==> src/rtl/sum_accum_stage_if.sv <==
// rtl/sum_accum_stage_if.sv - handshake bundle between the adder pipeline, sum_accum_stage and its consumer
//
// Signals:
//   in_valid / in_ready / in_sum : 17-bit adder result stream into the stage
//   flush                        : request to close the current partial block
//   out_valid / out_ready        : block result handshake
//   out_data                     : block total, ACC_W bits, modulo 2^ACC_W
//   out_count                    : number of sums in the block, CNT_W bits
//   out_ovf                      : set when some add within the block carried out of ACC_W
// Modports:
//   master : environment side (upstream producer plus downstream consumer)
//   slave  : the accumulator stage
interface sum_accum_stage_if #(
    parameter int ACC_W = 20,
    parameter int CNT_W = 3
);
    logic             in_valid;
    logic             in_ready;
    logic [16:0]      in_sum;
    logic             flush;
    logic             out_valid;
    logic             out_ready;
    logic [ACC_W-1:0] out_data;
    logic [CNT_W-1:0] out_count;
    logic             out_ovf;

    modport master (
        output in_valid,
        output in_sum,
        output flush,
        output out_ready,
        input  in_ready,
        input  out_valid,
        input  out_data,
        input  out_count,
        input  out_ovf
    );

    modport slave (
        input  in_valid,
        input  in_sum,
        input  flush,
        input  out_ready,
        output in_ready,
        output out_valid,
        output out_data,
        output out_count,
        output out_ovf
    );
endinterface

==> src/rtl/sum_accum_stage.sv <==
// rtl/sum_accum_stage.sv - accumulates BLOCK_LEN adder sums per block and emits one block total
//
// Ports:
//   clk : clock, all state updates on the rising edge
//   rst : synchronous, active-high reset; discards any partial block and any pending output
//   bus : sum_accum_stage_if.slave
//         in_valid/in_ready/in_sum   - 17-bit unsigned sum stream {carry, sum[15:0]}
//         flush                      - close the current block early (ignored while in_ready=0)
//         out_valid/out_ready        - block result handshake
//         out_data/out_count/out_ovf - block total (mod 2^ACC_W), sums in block, sticky carry-out
//
// A block closes either on the BLOCK_LEN-th accepted sum or on an honoured flush
// with at least one sum in the block (the sum accepted in the same cycle counts).
// The output register is a single slot; because in_ready also rises when the
// consumer takes the slot, a new block can close in the very cycle the old one
// drains, which gives back-to-back results with no bubble.
module sum_accum_stage #(
    parameter int BLOCK_LEN = 4,
    parameter int ACC_W     = 20,
    parameter int CNT_W     = $clog2(BLOCK_LEN + 1)
) (
    input  logic             clk,
    input  logic             rst,
    sum_accum_stage_if.slave bus
);
    localparam int SUM_W = 17;

    // running block state
    logic [ACC_W-1:0] acc;
    logic [CNT_W-1:0] cnt;
    logic             ovf;

    // output slot
    logic             out_valid_r;
    logic [ACC_W-1:0] out_data_r;
    logic [CNT_W-1:0] out_count_r;
    logic             out_ovf_r;

    // combinational next-block values
    logic             in_ready;
    logic             accept;
    logic [ACC_W:0]   tmp;
    logic [ACC_W-1:0] new_acc;
    logic [CNT_W-1:0] new_cnt;
    logic             new_ovf;
    logic             full_close;
    logic             flush_close;
    logic             close;

    // The slot is free, or will be freed by the consumer at this edge.
    assign in_ready = !out_valid_r || bus.out_ready;
    assign accept   = bus.in_valid && in_ready;

    always_comb begin
        // one extra bit so the carry out of ACC_W is visible
        tmp     = {1'b0, acc} + {{(ACC_W + 1 - SUM_W){1'b0}}, bus.in_sum};
        new_acc = acc;
        new_cnt = cnt;
        new_ovf = ovf;
        if (accept) begin
            new_acc = tmp[ACC_W-1:0];
            new_cnt = cnt + CNT_W'(1);
            new_ovf = ovf | tmp[ACC_W];
        end
    end

    // A flush on the BLOCK_LEN-th sum is covered by full_close alone, so only
    // one block is ever produced for it. new_cnt==0 means there is nothing to
    // close, which suppresses empty blocks.
    always_comb begin
        full_close  = accept && (cnt == CNT_W'(BLOCK_LEN - 1));
        flush_close = bus.flush && in_ready && (new_cnt != '0);
        close       = full_close || flush_close;
    end

    always_ff @(posedge clk) begin
        if (rst) begin
            acc         <= '0;
            cnt         <= '0;
            ovf         <= 1'b0;
            out_valid_r <= 1'b0;
            out_data_r  <= '0;
            out_count_r <= '0;
            out_ovf_r   <= 1'b0;
        end else begin
            if (close) begin
                // load the slot (possibly replacing a block draining this cycle)
                out_valid_r <= 1'b1;
                out_data_r  <= new_acc;
                out_count_r <= new_cnt;
                out_ovf_r   <= new_ovf;
                acc         <= '0;
                cnt         <= '0;
                ovf         <= 1'b0;
            end else begin
                if (accept) begin
                    acc <= new_acc;
                    cnt <= new_cnt;
                    ovf <= new_ovf;
                end
                if (out_valid_r && bus.out_ready) begin
                    out_valid_r <= 1'b0;
                end
            end
        end
    end

    assign bus.in_ready  = in_ready;
    assign bus.out_valid = out_valid_r;
    assign bus.out_data  = out_data_r;
    assign bus.out_count = out_count_r;
    assign bus.out_ovf   = out_ovf_r;
endmodule

==> src/flat_wrapper.sv <==
// flat-port wrapper written by rule: the top's interface ports become plain ports
module sum_accum_stage_flat 
#(
    parameter int BLOCK_LEN = 4,
    parameter int ACC_W     = 20,
    parameter int CNT_W     = $clog2(BLOCK_LEN + 1)
)
  (clk, rst, bus_in_valid, bus_in_sum, bus_flush, bus_out_ready, bus_in_ready, bus_out_valid, bus_out_data, bus_out_count, bus_out_ovf);
  sum_accum_stage_if #(.ACC_W(ACC_W), .CNT_W(CNT_W)) bus_i ();
  input  logic clk;
  input  logic rst;
  input wire logic [$bits(bus_i.in_valid)-1:0] bus_in_valid;
  input wire logic [$bits(bus_i.in_sum)-1:0] bus_in_sum;
  input wire logic [$bits(bus_i.flush)-1:0] bus_flush;
  input wire logic [$bits(bus_i.out_ready)-1:0] bus_out_ready;
  output wire logic [$bits(bus_i.in_ready)-1:0] bus_in_ready;
  output wire logic [$bits(bus_i.out_valid)-1:0] bus_out_valid;
  output wire logic [$bits(bus_i.out_data)-1:0] bus_out_data;
  output wire logic [$bits(bus_i.out_count)-1:0] bus_out_count;
  output wire logic [$bits(bus_i.out_ovf)-1:0] bus_out_ovf;
  assign bus_i.in_valid = bus_in_valid;
  assign bus_i.in_sum = bus_in_sum;
  assign bus_i.flush = bus_flush;
  assign bus_i.out_ready = bus_out_ready;
  assign bus_in_ready = bus_i.in_ready;
  assign bus_out_valid = bus_i.out_valid;
  assign bus_out_data = bus_i.out_data;
  assign bus_out_count = bus_i.out_count;
  assign bus_out_ovf = bus_i.out_ovf;
  sum_accum_stage #(.BLOCK_LEN(BLOCK_LEN), .ACC_W(ACC_W), .CNT_W(CNT_W)) u_core (.clk(clk), .rst(rst), .bus(bus_i));
endmodule
==> config.mk <==
export PLATFORM = sky130hd
export DESIGN_NAME = sum_accum_stage_flat
export DESIGN_NICKNAME = d
export VERILOG_FILES = /design/src/rtl/sum_accum_stage_if.sv /design/src/rtl/sum_accum_stage.sv /design/src/flat_wrapper.sv
export SDC_FILE = /design/constraint.sdc
export NUM_CORES = 1
export LEC_CHECK = 0
export BUFFER_PORTS_ARGS = -buffer_cell sky130_fd_sc_hd__buf_2
export CORE_MARGIN = 5
export CORE_UTILIZATION = 50
export CTS_BUF_LIST = sky130_fd_sc_hd__clkbuf_8
export CTS_CLUSTER_SIZE = 40
export DETAILED_ROUTE_END_ITERATION = 12
export PLACE_DENSITY = 0.73
export SLEW_MARGIN = 20
export SYNTH_ARGS = -nofsm -noshare
export SYNTH_HDL_FRONTEND = slang
export SYNTH_SLANG_ARGS = --single-unit
==> constraint.sdc <==
create_clock -name clk -period 3.7 [get_ports clk]
set_clock_uncertainty 0.15 [all_clocks]
set_input_delay 0.925 -clock clk [delete_from_list [all_inputs] [get_ports clk]]
set_output_delay 0.925 -clock clk [all_outputs]
set_load 0.005 [all_outputs]
==> out/qor_table.md, run 1 <==
| Result | Value | Unit |
|---|---|---|
| Initial antenna violation count | 0 | - |
| Endpoint arrival time on the critical path | 3.03 | ns |
| Comb pwr share | 29.0 | % |
| Worst relative slew slack | 62.0 | % |
| Largest area contributor in the netlist | sky130_fd_sc_hd__dfxtp_1 | - |
| Result of the run | complete, no violations | - |
| Antenna cells | 0 | - |
| HPWL reported at the end of detailed placement | 4490 | um |
| Mapped Area | 0.00262 | mm^2 |
| Number of buffers added to fix hold violations after cts | 0 | - |
| Syn avg cell area | 8.38 | um^2 |
| Slowest Stage Delay on Critical Path | 0.38 | ns |
| Tightest Pin Transition | 0.570 | ns |
| Proportion of power drawn by flip-flops and latches | 46.1 | % |
| CP startpoint kind | input port | - |
| Max Cap Viol | 0 | - |
| DIE HEIGHT | 82.4 | um |
| Compound-cell area share of the yosys netlist | 20.2 | % |
| GRT overflow | 0 | - |
| Setup Viol. Count Final | 0 | - |
| Worst Path Class, Setup | input port to flip-flop | - |
| Critical path data required time | 3.77 | ns |
| DRT Wirelength | 6140 | um |
| P_int | 0.871 | mW |
| Layout-stage area growth over the synthesis result | 14.0 | % |
| Initial standard-cell utilization of the core | 51.3 | % |
| Commonest cells post-synth | sky130_fd_sc_hd__nor2_1 (57), sky130_fd_sc_hd__dfxtp_1 (49), sky130_fd_sc_hd__a21oi_1 (27), sky130_fd_sc_hd__a211oi_1 (21), sky130_fd_sc_hd__nand2_1 (21) | - |
| CTS tree | done | - |
| Global-route wire length before repair | 10300 | um |
| Global placement routability congestion | 0.854 | - |
| Min Clock Period, post-route | 2.96 | ns |
| Tightest Hold Check Type | flip-flop to flip-flop | - |
| Power dissipated by switching net loads | 0.443 | mW |
| Setup repair after global routing missed its margin | no | - |
| Buffers added on ports | 47 | - |
| Share of cells above drive strength 1 | 17.5 | % |
| Post-Syn Instances | 313 | - |
| Switching portion of total power | 33.7 | % |
| Setup slack after placement | 0.428 | ns |
| Crit-path max FO | 3 | - |
| Num CTS Buffers | 5 | - |
| Chain of cells forming the critical path | buf_2 > ha_1 > inv_1 > fa_1 > nand2b_1 > a21oi_1 > o21ai_0 > o31a_1 > xnor2_1 > mux2i_1 > a211oi_1 | - |
| Routed vias | 2353 | - |
| PnR worst setup slack | 0.743 | ns |
| Leakage | 1.33 | nW |
| Proportion of netlist area held by the largest area contributor | 37.4 | % |
| FF-to-FF Start | u_core.acc[0] | - |
| Deepest clock path buffer count | 2 | - |
| Remaining design rule violation count | 0 | - |
| Clock latency of the later-clocked register in the worst-skew pair | 0.31 | ns |
| I/O pin cnt | 48 | - |
| Number of warnings reported in the yosys synthesis log | 0 | - |
| Core Area | 0.00511 | mm^2 |
| FMAX | 0.338 | GHz |
| Distinct cells, synth | 45 | - |
| Startpoint of the most critical hold path | u_core.bus.out_data[1] | - |
| Mean number of vias per cell | 5.55 | - |
| Number of flops mapped to enable cells by yosys | 0 | - |
| PD cells | 439 | mW/mm^2 |
| Pin count of the biggest net entering global routing | 45 | - |
| WL/cell | 14.5 | um |
| Post-route clock period utilization | 79.9 | % |
| Portion of netlist area occupied by mux cells | 3.44 | % |
| Die X-Extent | 82.4 | um |
| Net count reported at finish | 395 | - |
| CTS clock-pin slew for the worst setup and hold paths | 0.10 | ns |
| Sink Count | 49 | - |
| Combinational family with the most area after synthesis | compound AO/OA/AOI/OAI gates | - |
| Overall Global Routing Usage | 19.4 | % |
| Slew Viols, Final | 0 | - |
| Post-route ant nets | 0 | - |
| Number of global-route vias before repair | 2267 | - |
| Number of core rows | 26 | - |
| H-tree levels | 2 | - |
| Number of gates resized after CTS | 0 | - |
| Hold slack | 0.325 | ns |
| Post-synthesis net count | 355 | - |
| Kind of capture point of the worst setup path | flip-flop | - |
| Pre-Repair DR Iteration Count | 4 | - |
| Most used standard cell by instance count after synthesis | sky130_fd_sc_hd__nor2_1 | - |
| Final Hold Violating Endpoints | 0 | - |
| Part of the Yosys area used for sequential elements | 37.4 | % |
| Number of synthesized register bits | 49 | - |
| Sum Neg Setup Slack | 0 | ns |
| Main area contributors after synthesis | sky130_fd_sc_hd__dfxtp_1 (37%), sky130_fd_sc_hd__ha_1 (9.1%), sky130_fd_sc_hd__nor2_1 (8.2%) | - |
| Share of synthesized flip-flops with an asynchronous set or reset | 0 | % |
| Slowest cell on crit path | sky130_fd_sc_hd__fa_1 | - |
| Die Area | 0.00679 | mm^2 |
| Clock tree root buffer cell | sky130_fd_sc_hd__clkbuf_8 | - |
| Post-CTS Setup Bufs | 0 | - |
| Basic-gate share of the synthesized area counting and, or, nand and nor cells | 19.2 | % |
| Post-synthesis share of cell area spent on full adders, half adders and majority gates | 9.83 | % |
| Worst IR Drop VDD | 0.213 | mV |
| Clock group share of total power | 24.9 | % |
| Most used flip-flop cell after synthesis | sky130_fd_sc_hd__dfxtp_1 | - |
| Synthesized-area fraction occupied by xor and xnor cells | 6.35 | % |
| Launch point of the critical path | bus_in_sum[0] | - |
| Violation count after the first detailed-routing iteration | 149 | - |
| Post-route core utilization | 58.5 | % |
-- metal layers --
metal | global-route usage [%] | wire length (um) | vias to the layer above
met3 | 3.47 | 394 | 7
met5 | 0 | 0 | -
met2 | 33.6 | 2860 | 67
li1 | - | - | 1193
met1 | 23.8 | 2800 | 1086
met4 | 7.48 | 85 | 0
-- kinds of logic after synthesis --
logic type,count (synthesis)
fa+ha+maj,20
simple gates,112
buf+inv,23
compound gates,81
mux,9
xor+xnor,19
flops,49
-- stage by stage --
step                      cells  power (mW)  instance area [um^2]
after detailed placement    416       0.998                  2900
after floorplan             313       0.892                  2620
after CTS                   424        1.33                  2990
final                       424        1.31                  2990
after global placement      416       0.990                  2900
after global routing        424        1.40                  2990
-- critical path, delay by kind of cell --
kind / cells / cell delay (ns)
AO/OA/AOI/OAI: 4 / 0.99
buffers and inverters: 2 / 0.14
XOR/XNOR: 1 / 0.15
AND/OR/NAND/NOR: 1 / 0.17
multiplexers: 1 / 0.12
adder cells (fa/ha/maj): 2 / 0.54
-- area by class of cell --
class	count	area [um^2]
Clock buffer	5	68.8
Clock inverter	3	21.3
Fill cell	487	2120
Inverter	5	18.8
Multi-Input combinational cell	241	1550
Sequential cell	49	981
Tap cell	70	87.6
Timing Repair Buffer	51	265
-- cells in the final DEF (no fill, tap or decap), types with 7 or more instances in the layout --
cell type	Yosys	layout
sky130_fd_sc_hd__nand2_1	21	21
sky130_fd_sc_hd__mux2i_1	9	9
sky130_fd_sc_hd__xnor2_1	7	7
sky130_fd_sc_hd__buf_2	0	47
sky130_fd_sc_hd__a21oi_1	27	27
sky130_fd_sc_hd__o21ai_0	11	11
sky130_fd_sc_hd__xor2_1	12	12
sky130_fd_sc_hd__nor2_1	57	57
sky130_fd_sc_hd__a211oi_1	21	21
sky130_fd_sc_hd__ha_1	19	19
sky130_fd_sc_hd__dfxtp_1	49	49
-- sequential cells by signal, indices dropped and copies added (netlist names) --
name and flops:
u_core.acc 20, u_core.bus.out_count 3, u_core.bus.out_data 20, u_core.bus.out_ovf 1, u_core.bus.out_valid 1, u_core.cnt 3
u_core.ovf 1
-- power groups by stage --
| stage | logic (mW) | registers [mW] | clock network (mW) |
|---|---|---|---|
| 2_1_floorplan | 0.274 | 0.618 | 0 |
| 3_3_place_gp | 0.374 | 0.616 | 0 |
| 3_5_place_dp | 0.379 | 0.619 | 0 |
| 4_1_cts | 0.381 | 0.607 | 0.337 |
| 5_1_grt | 0.434 | 0.612 | 0.351 |
| 6_report | 0.381 | 0.606 | 0.327 |
-- worst paths after layout --
path                             endpoint  slack (ns)  depth (start not counted)
setup / recovery  u_core.bus.out_data[16]        0.74                         11
hold / removal     u_core.bus.out_data[1]        0.32                          2
setup reg to reg  u_core.bus.out_data[16]        1.09                         10
hold reg to reg    u_core.bus.out_data[1]        0.32                          2
Power figures use the tool's default switching activity.
==> run 2, diff against run 1 <==
Settings changed: ABC_AREA set to 1, PLACE_DENSITY 0.73 to 0.75.
Clock period 3.7 ns to 2.4 ns, I/O delays scaled along.
==> run 2 against run 1 <==
Count of clock-buffer cells in the layout unchanged. Total power increased by 62%. First-iteration DRC count increased by 53%. Synthesized cell count increased by 44%. Global-route usage increased by 0.70 points. Highest routed layer unchanged.
==> out/qor_table.md, run 2 <==
| Result | Value | Unit | Change |
|---|---|---|---|
| Most used standard cell by instance count after synthesis | sky130_fd_sc_hd__nand2_1 | - |  |
| Slowest Stage Delay on Critical Path | 0.39 | ns | about the same |
| H-tree levels | 2 | - | unchanged |
| Net count reported at finish | 551 | - | +39% |
| Distinct cells, synth | 32 | - | -29% |
| Critical path data required time | 2.50 | ns | -1.27 ns |
| Post-CTS Setup Bufs | 0 | - | unchanged |
| Die X-Extent | 87.0 | um | +5.6% |
| PnR worst setup slack | 0.237 | ns | -0.506 ns |
| Routed vias | 2923 | - | +24% |
| Setup repair after global routing missed its margin | no | - |  |
| Kind of capture point of the worst setup path | flip-flop | - |  |
| Slew Viols, Final | 0 | - | unchanged |
| Post-Syn Instances | 452 | - | +44% |
| Pin count of the biggest net entering global routing | 20 | - | -56% |
| Final Instance Count excl. Fillers | 584 | - | +38% |
| Crit-path max FO | 3 | - | unchanged |
| Tightest Pin Transition | 0.379 | ns | -0.192 ns |
| Mean number of vias per cell | 5.01 | - | -9.8% |
| Endpoint arrival time on the critical path | 2.26 | ns | -0.77 ns |
| Post-placement cell count | 577 | - | +39% |
| Global-route wire length before repair | 12300 | um | +19% |
| Post-route ant nets | 0 | - | unchanged |
| Layout-stage area growth over the synthesis result | 15.5 | % |  |
| Deepest clock path buffer count | 2 | - | unchanged |
| CTS tree | done | - |  |
| Overall Global Routing Usage | 20.1 | % | +0.70 points |
| Part of the Yosys area used for sequential elements | 33.1 | % | -4.3 points |
| Initial standard-cell utilization of the core | 50.7 | % | -0.64 points |
| Setup slack after placement | -0.0390 | ns | -0.467 ns |
| Tightest Hold Check Type | flip-flop to flip-flop | - |  |
| Post-route clock period utilization | 90.1 | % |  |
| Number of buffers added to fix hold violations after cts | 0 | - | unchanged |
| Number of synthesized register bits | 49 | - | unchanged |
| Post-synthesis net count | 494 | - | +39% |
| Main area contributors after synthesis | sky130_fd_sc_hd__dfxtp_1 (33%), sky130_fd_sc_hd__nand2_1 (21%), sky130_fd_sc_hd__ha_1 (8.0%) | - |  |
| Core Area | 0.00585 | mm^2 | +15% |
| Slowest cell on crit path | sky130_fd_sc_hd__fa_1 | - |  |
| Final Hold Violating Endpoints | 0 | - | unchanged |
| Violation count after the first detailed-routing iteration | 228 | - | +53% |
| Most frequent cells in the layout | sky130_fd_sc_hd__nand2_1 (164), sky130_fd_sc_hd__inv_1 (52), sky130_fd_sc_hd__dfxtp_1 (49) | - |  |
| GRT overflow | 0 | - | unchanged |
| Worst relative slew slack | 74.7 | % | +13 points |
| Largest area contributor in the netlist | sky130_fd_sc_hd__dfxtp_1 | - |  |
| Number of gates resized after CTS | 0 | - | unchanged |
| CTS clock-pin slew for the worst setup and hold paths | 0.08 | ns | -0.02 ns |
| Count of fill cells added during filler insertion | 539 | - | +11% |
| Result of the run | complete, no violations | - |  |
| Syn avg cell area | 6.56 | um^2 | -22% |
| Number of core rows | 28 | - | +7.7% |
| Pre-Repair DR Iteration Count | 4 | - | unchanged |
| Sum Neg Setup Slack | 0 | ns | unchanged |
| Proportion of netlist area held by the largest area contributor | 33.1 | % | -4.3 points |
| DIE HEIGHT | 87.0 | um | +5.6% |
| Most used flip-flop cell after synthesis | sky130_fd_sc_hd__dfxtp_1 | - |  |
| Clock latency of the later-clocked register in the worst-skew pair | 0.30 | ns | about the same |
| Worst IR Drop VDD | 0.358 | mV | +68% |
| Chain of cells forming the critical path | buf_2 > ha_1 > inv_1 > fa_1 > inv_1 > nand3_1 > nand2_1 > nand2_1 > nand2_1 > nand2_1 > nand2_1 > nand2_1 > nand2_1 > nand2_1 > nand2_1 > nand2_1 > nand2_1 | - |  |
| PD cells | 620 | mW/mm^2 | +41% |
| HPWL reported at the end of detailed placement | 5760 | um | +28% |
| Post-route core utilization | 58.6 | % | about the same |
| Sink Count | 49 | - | unchanged |
| FMAX | 0.462 | GHz |  |
| Most common library cell in the layout ignoring fill and taps | sky130_fd_sc_hd__nand2_1 | - |  |
| Mapped Area | 0.00297 | mm^2 | +13% |
| WL/cell | 12.2 | um | -16% |
| I/O pin cnt | 48 | - | unchanged |
| Share of cells above drive strength 1 | 16.7 | % | -0.81 points |
| Global placement routability congestion | 0.909 | - | +6.5% |
| Number of flops mapped to enable cells by yosys | 0 | - | unchanged |
| Leakage | 1.88 | nW | +41% |
| Critical path's most frequent cell | sky130_fd_sc_hd__nand2_1 | - |  |
| DRT Wirelength | 7130 | um | +16% |
| Share of synthesized flip-flops with an asynchronous set or reset | 0 | % | unchanged |
| Worst Path Class, Setup | input port to flip-flop | - |  |
| Antenna cells | 0 | - | unchanged |
| Setup Viol. Count Final | 0 | - | unchanged |
| Buffers added on ports | 47 | - | unchanged |
| Remaining design rule violation count | 0 | - | unchanged |
| Min Clock Period, post-route | 2.16 | ns |  |
| Crit path buf inv count | 3 | - | +1 |
| Dominant delay contributor by cell family on the critical path | simple AND/OR/NAND/NOR gates | - |  |
| Commonest cells post-synth | sky130_fd_sc_hd__nand2_1 (164), sky130_fd_sc_hd__inv_1 (52), sky130_fd_sc_hd__dfxtp_1 (49), sky130_fd_sc_hd__nor2_1 (41), sky130_fd_sc_hd__nand3_1 (33) | - |  |
| Num CTS Buffers | 5 | - | unchanged |
| CP startpoint kind | input port | - |  |
| Clock tree root buffer cell | sky130_fd_sc_hd__clkbuf_8 | - |  |
| Max Cap Viol | 0 | - | unchanged |
| Initial antenna violation count | 0 | - | unchanged |
| Die Area | 0.00757 | mm^2 | +11% |
| Number of warnings reported in the yosys synthesis log | 0 | - | unchanged |
| Number of global-route vias before repair | 2697 | - | +19% |
[run 2: cell types whose count changed in the layout (fill, tap and decap cells not counted), sizes merged, moves of 7 or more]
cell,previous run,this run
inv,6,54
nor2,57,42
buf,51,60
xor2,12,5
o21ai,11,23
mux2i,9,1
a211oi,21,0
nand3,5,34
nand2,21,168
[run 2: power breakdown]
| group | internal (mW) | switching [mW] | total [mW] |
|---|---|---|---|
| clock network | 0.303 | 0.264 | 0.567 |
| registers | 0.886 | 0.0419 | 0.928 |
| logic | 0.244 | 0.388 | 0.632 |
[run 2: metal layers]
metal	part of all wire, %	track usage (%)	up-vias
met3	3.1	3.41	8
met4	1.1	4.11	0
met5	0	0	-
met2	45	31.4	43
li1	-	-	1539
met1	51	29.2	1333
[run 2: final timing paths]
kind	from	endpoint	slack, ns	depth (start not counted)
setup / recovery	bus_in_sum[0]	u_core.bus.out_ovf	0.24	17
hold / removal	u_core.bus.out_data[19]	u_core.bus.out_data[19]	0.30	2
setup reg to reg	u_core.acc[0]	u_core.bus.out_ovf	0.28	16
hold reg to reg	u_core.bus.out_data[19]	u_core.bus.out_data[19]	0.30	2
[run 2: layout make-up]
class	count	area [um^2]	area share (%)
repair buffers	60	333	9.71
flip-flops and latches	49	981	28.6
clock buffers	5	68.8	2.01
clock inverters	2	35.0	1.02
multi-input cells	339	1710	50.0
well taps	75	93.8	2.74
inverters	54	203	5.91
[run 2: cell families after synthesis]
logic type                 after synthesis  share of synthesized area, %
muxes                                    1                         0.337
and+or+nand+nor                        259                          36.5
xor gates and xnor gates                 7                          2.70
buffers and inverters                   64                          9.19
DFF                                     49                          33.1
adders and majority gates               20                          8.69
AOI/OAI and AO/OA                       52                          9.53
[run 2: metrics by stage]
stage | cell area [um^2] | total power, mW | hold WS [ns]
after floorplan | 2970 | 1.39 | 0.286
after global placement | 3320 | 1.56 | 0.284
after detailed placement | 3320 | 1.57 | 0.287
after CTS | 3430 | 2.14 | 0.305
after global routing | 3430 | 2.28 | 0.314
final | 3430 | 2.13 | 0.303
[run 2: worst reg2reg max path: cells and delay by family (launching register included)]
| kind | cells | cell delay [ns] |
|---|---|---|
| flops | 1 | 0.34 |
| simple gates | 12 | 0.87 |
| fa+ha+maj | 2 | 0.56 |
| buf+inv | 2 | 0.15 |
==> run 3, diff against run 2 <==
Settings changed: GPL_TIMING_DRIVEN set to 0.
==> run 3 against run 2 <==
Sequential share of layout area rose by 0.20 points. Setup slack worse by 0.058 ns. Final cell count fell by 0.17%. Highest routed layer unchanged. Non-clock buffer count is 2 lower. Via count about the same.
==> out/qor_table.md, run 3 (synthesis gave the netlist of run 2 again) <==
| Result | Value | Unit | Change |
|---|---|---|---|
| Net count reported at finish | 549 | - | -0.36% |
| Clock latency of the later-clocked register in the worst-skew pair | 0.31 | ns | about the same |
| Chain of cells forming the critical path | buf_2 > ha_2 > inv_1 > fa_2 > inv_1 > nand3_1 > nand2_2 > nand2_1 > nand2_2 > nand2_1 > nand2_1 > nand2_1 > nand2_1 > nand2_1 > nand2_1 > nand2_1 > nand2_1 | - |  |
| Pin count of the biggest net entering global routing | 17 | - | -15% |
| Dominant delay contributor by cell family on the critical path | simple AND/OR/NAND/NOR gates | - |  |
| Slowest Stage Delay on Critical Path | 0.35 | ns | -0.04 ns |
| Share of cells above drive strength 1 | 16.7 | % | +0.033 points |
| Endpoint arrival time on the critical path | 2.32 | ns | +0.06 ns |
| PD cells | 608 | mW/mm^2 | -2.0% |
| Deepest clock path buffer count | 2 | - | unchanged |
| Max Cap Viol | 0 | - | unchanged |
| Critical path data required time | 2.50 | ns | about the same |
| Post-route ant nets | 0 | - | unchanged |
| CTS clock-pin slew for the worst setup and hold paths | 0.09 | ns | about the same |
| Sink Count | 49 | - | unchanged |
| Initial antenna violation count | 0 | - | unchanged |
| Setup repair after global routing missed its margin | no | - |  |
| Result of the run | complete, no violations | - |  |
| Cell area reported after detailed placement | 0.00330 | mm^2 | -0.83% |
| Overall Global Routing Usage | 21.2 | % | +1.1 points |
| GRT overflow | 0 | - | unchanged |
| Critical path's most frequent cell | sky130_fd_sc_hd__nand2_1 | - |  |
| DIE HEIGHT | 87.0 | um | unchanged |
| Layout-stage area growth over the synthesis result | 14.7 | % |  |
| Remaining design rule violation count | 0 | - | unchanged |
| Worst Path Class, Setup | input port to flip-flop | - |  |
| HPWL reported at the end of detailed placement | 6090 | um | +5.8% |
| Most frequent cells in the layout | sky130_fd_sc_hd__nand2_1 (162), sky130_fd_sc_hd__inv_1 (52), sky130_fd_sc_hd__dfxtp_1 (49) | - |  |
| Mean number of vias per cell | 5.01 | - | +0.14% |
| Die X-Extent | 87.0 | um | unchanged |
| Worst relative slew slack | 60.6 | % | -14 points |
| Number of core rows | 28 | - | unchanged |
| Leakage | 1.85 | nW | -1.6% |
| FMAX | 0.450 | GHz | -2.6% |
| Tightest Pin Transition | 0.591 | ns | +0.212 ns |
| Num CTS Buffers | 5 | - | unchanged |
| Number of global-route vias before repair | 2847 | - | +5.6% |
| Fin area | 0.00340 | mm^2 | -0.69% |
| Pre-Repair DR Iteration Count | 4 | - | unchanged |
| Final Hold Violating Endpoints | 0 | - | unchanged |
| WL/cell | 12.9 | um | +5.9% |
| CTS tree | done | - |  |
| Slowest cell on crit path | sky130_fd_sc_hd__fa_2 | - |  |
| Global-route wire length before repair | 12900 | um | +5.1% |
| Min Clock Period, post-route | 2.22 | ns | +0.0580 ns |
| Buffers added on ports | 47 | - | unchanged |
| Initial standard-cell utilization of the core | 50.7 | % | unchanged |
| Worst IR Drop VDD | 0.410 | mV | +15% |
| Die Area | 0.00757 | mm^2 | unchanged |
| Routed vias | 2922 | - | -0.034% |
| H-tree levels | 2 | - | unchanged |
| Most common library cell in the layout ignoring fill and taps | sky130_fd_sc_hd__nand2_1 | - |  |
| CP startpoint kind | input port | - |  |
| Global placement routability congestion | 0.989 | - | +8.8% |
| Clock tree root buffer cell | sky130_fd_sc_hd__clkbuf_8 | - |  |
| Sum Neg Setup Slack | 0 | ns | unchanged |
| I/O pin cnt | 48 | - | unchanged |
| DRT Wirelength | 7540 | um | +5.8% |
| Slew Viols, Final | 0 | - | unchanged |
| Tightest Hold Check Type | flip-flop to flip-flop | - |  |
| Post-route clock period utilization | 92.6 | % | +2.4 points |
| Crit-path max FO | 3 | - | unchanged |
| Antenna cells | 0 | - | unchanged |
| Setup Viol. Count Final | 0 | - | unchanged |
| Crit path buf inv count | 3 | - | unchanged |
| Core Area | 0.00585 | mm^2 | unchanged |
| Violation count after the first detailed-routing iteration | 237 | - | +3.9% |
| Kind of capture point of the worst setup path | flip-flop | - |  |
[run 3: cell count changes in the layout (fill, tap and decap cells not counted), sizes merged]
| cell | before | now |
|---|---|---|
| buf | 60 | 54 |
| clkbuf | 5 | 9 |
| bufinv | 1 | 0 |
| inv | 54 | 55 |
| clkinvlp | 0 | 1 |
[run 3: area by class of cell]
type | count | area [um^2]
fill | 554 | 2450
multi-input combinational | 339 | 1720
sequential | 49 | 981
timing repair buffer | 48 | 243
inverter | 54 | 203
tap | 75 | 93.8
buffer | 10 | 70.1
clock buffer | 5 | 68.8
clock inverter | 3 | 21.3
[run 3: worst min-delay path, cell delays in order (launching register included)]
cell,delay (ns)
sky130_fd_sc_hd__dfxtp_1,0.31
sky130_fd_sc_hd__nand2_1,0.06
sky130_fd_sc_hd__nand2_1,0.04
[run 3: worst paths after layout]
kind | end | slack [ns] | cells after the start | from
worst min register to register | u_core.bus.out_data[19] | 0.30 | 2 | u_core.bus.out_data[19]
worst max-delay path | u_core.bus.out_ovf | 0.18 | 17 | bus_in_sum[0]
worst max register to register | u_core.bus.out_ovf | 0.21 | 16 | u_core.acc[0]
worst min-delay path | u_core.bus.out_data[19] | 0.30 | 2 | u_core.bus.out_data[19]
[run 3: through the flow]
stage	instances	setup WS, ns	utilization [%]	total power [mW]	hold WS, ns
after global routing	583	0.0116	58.2	2.21	0.321
final	583	0.179	58.2	2.07	0.299
after detailed placement	574	-0.285	56.3	1.57	0.284
after CTS	582	0.0274	57.9	2.07	0.306
after floorplan	452	0.181	-	1.39	0.286
after global placement	574	-0.242	56.3	1.56	0.283
[run 3: metal layers]
metal  track usage (%)  vias to the layer above  share of wire (%)
met4              4.67                        0                1.0
met1              28.0                     1317                 46
li1                  -                     1530                  -
met5                 0                        -                  0
met3              3.03                        7                5.6
met2              36.5                       68                 47
[run 3: what timing repair did]
item / CTS / global route
hold buffers: 0 / 0
setup endpoints to repair: 0 / 10
buffers inserted: 0 / 1
gates resized for setup: 0 / 4
[run 3: power by group]
group          internal [mW]  switching [mW]
registers              0.886          0.0419
logic                  0.239           0.400
clock network          0.207           0.294
total                   1.33           0.736
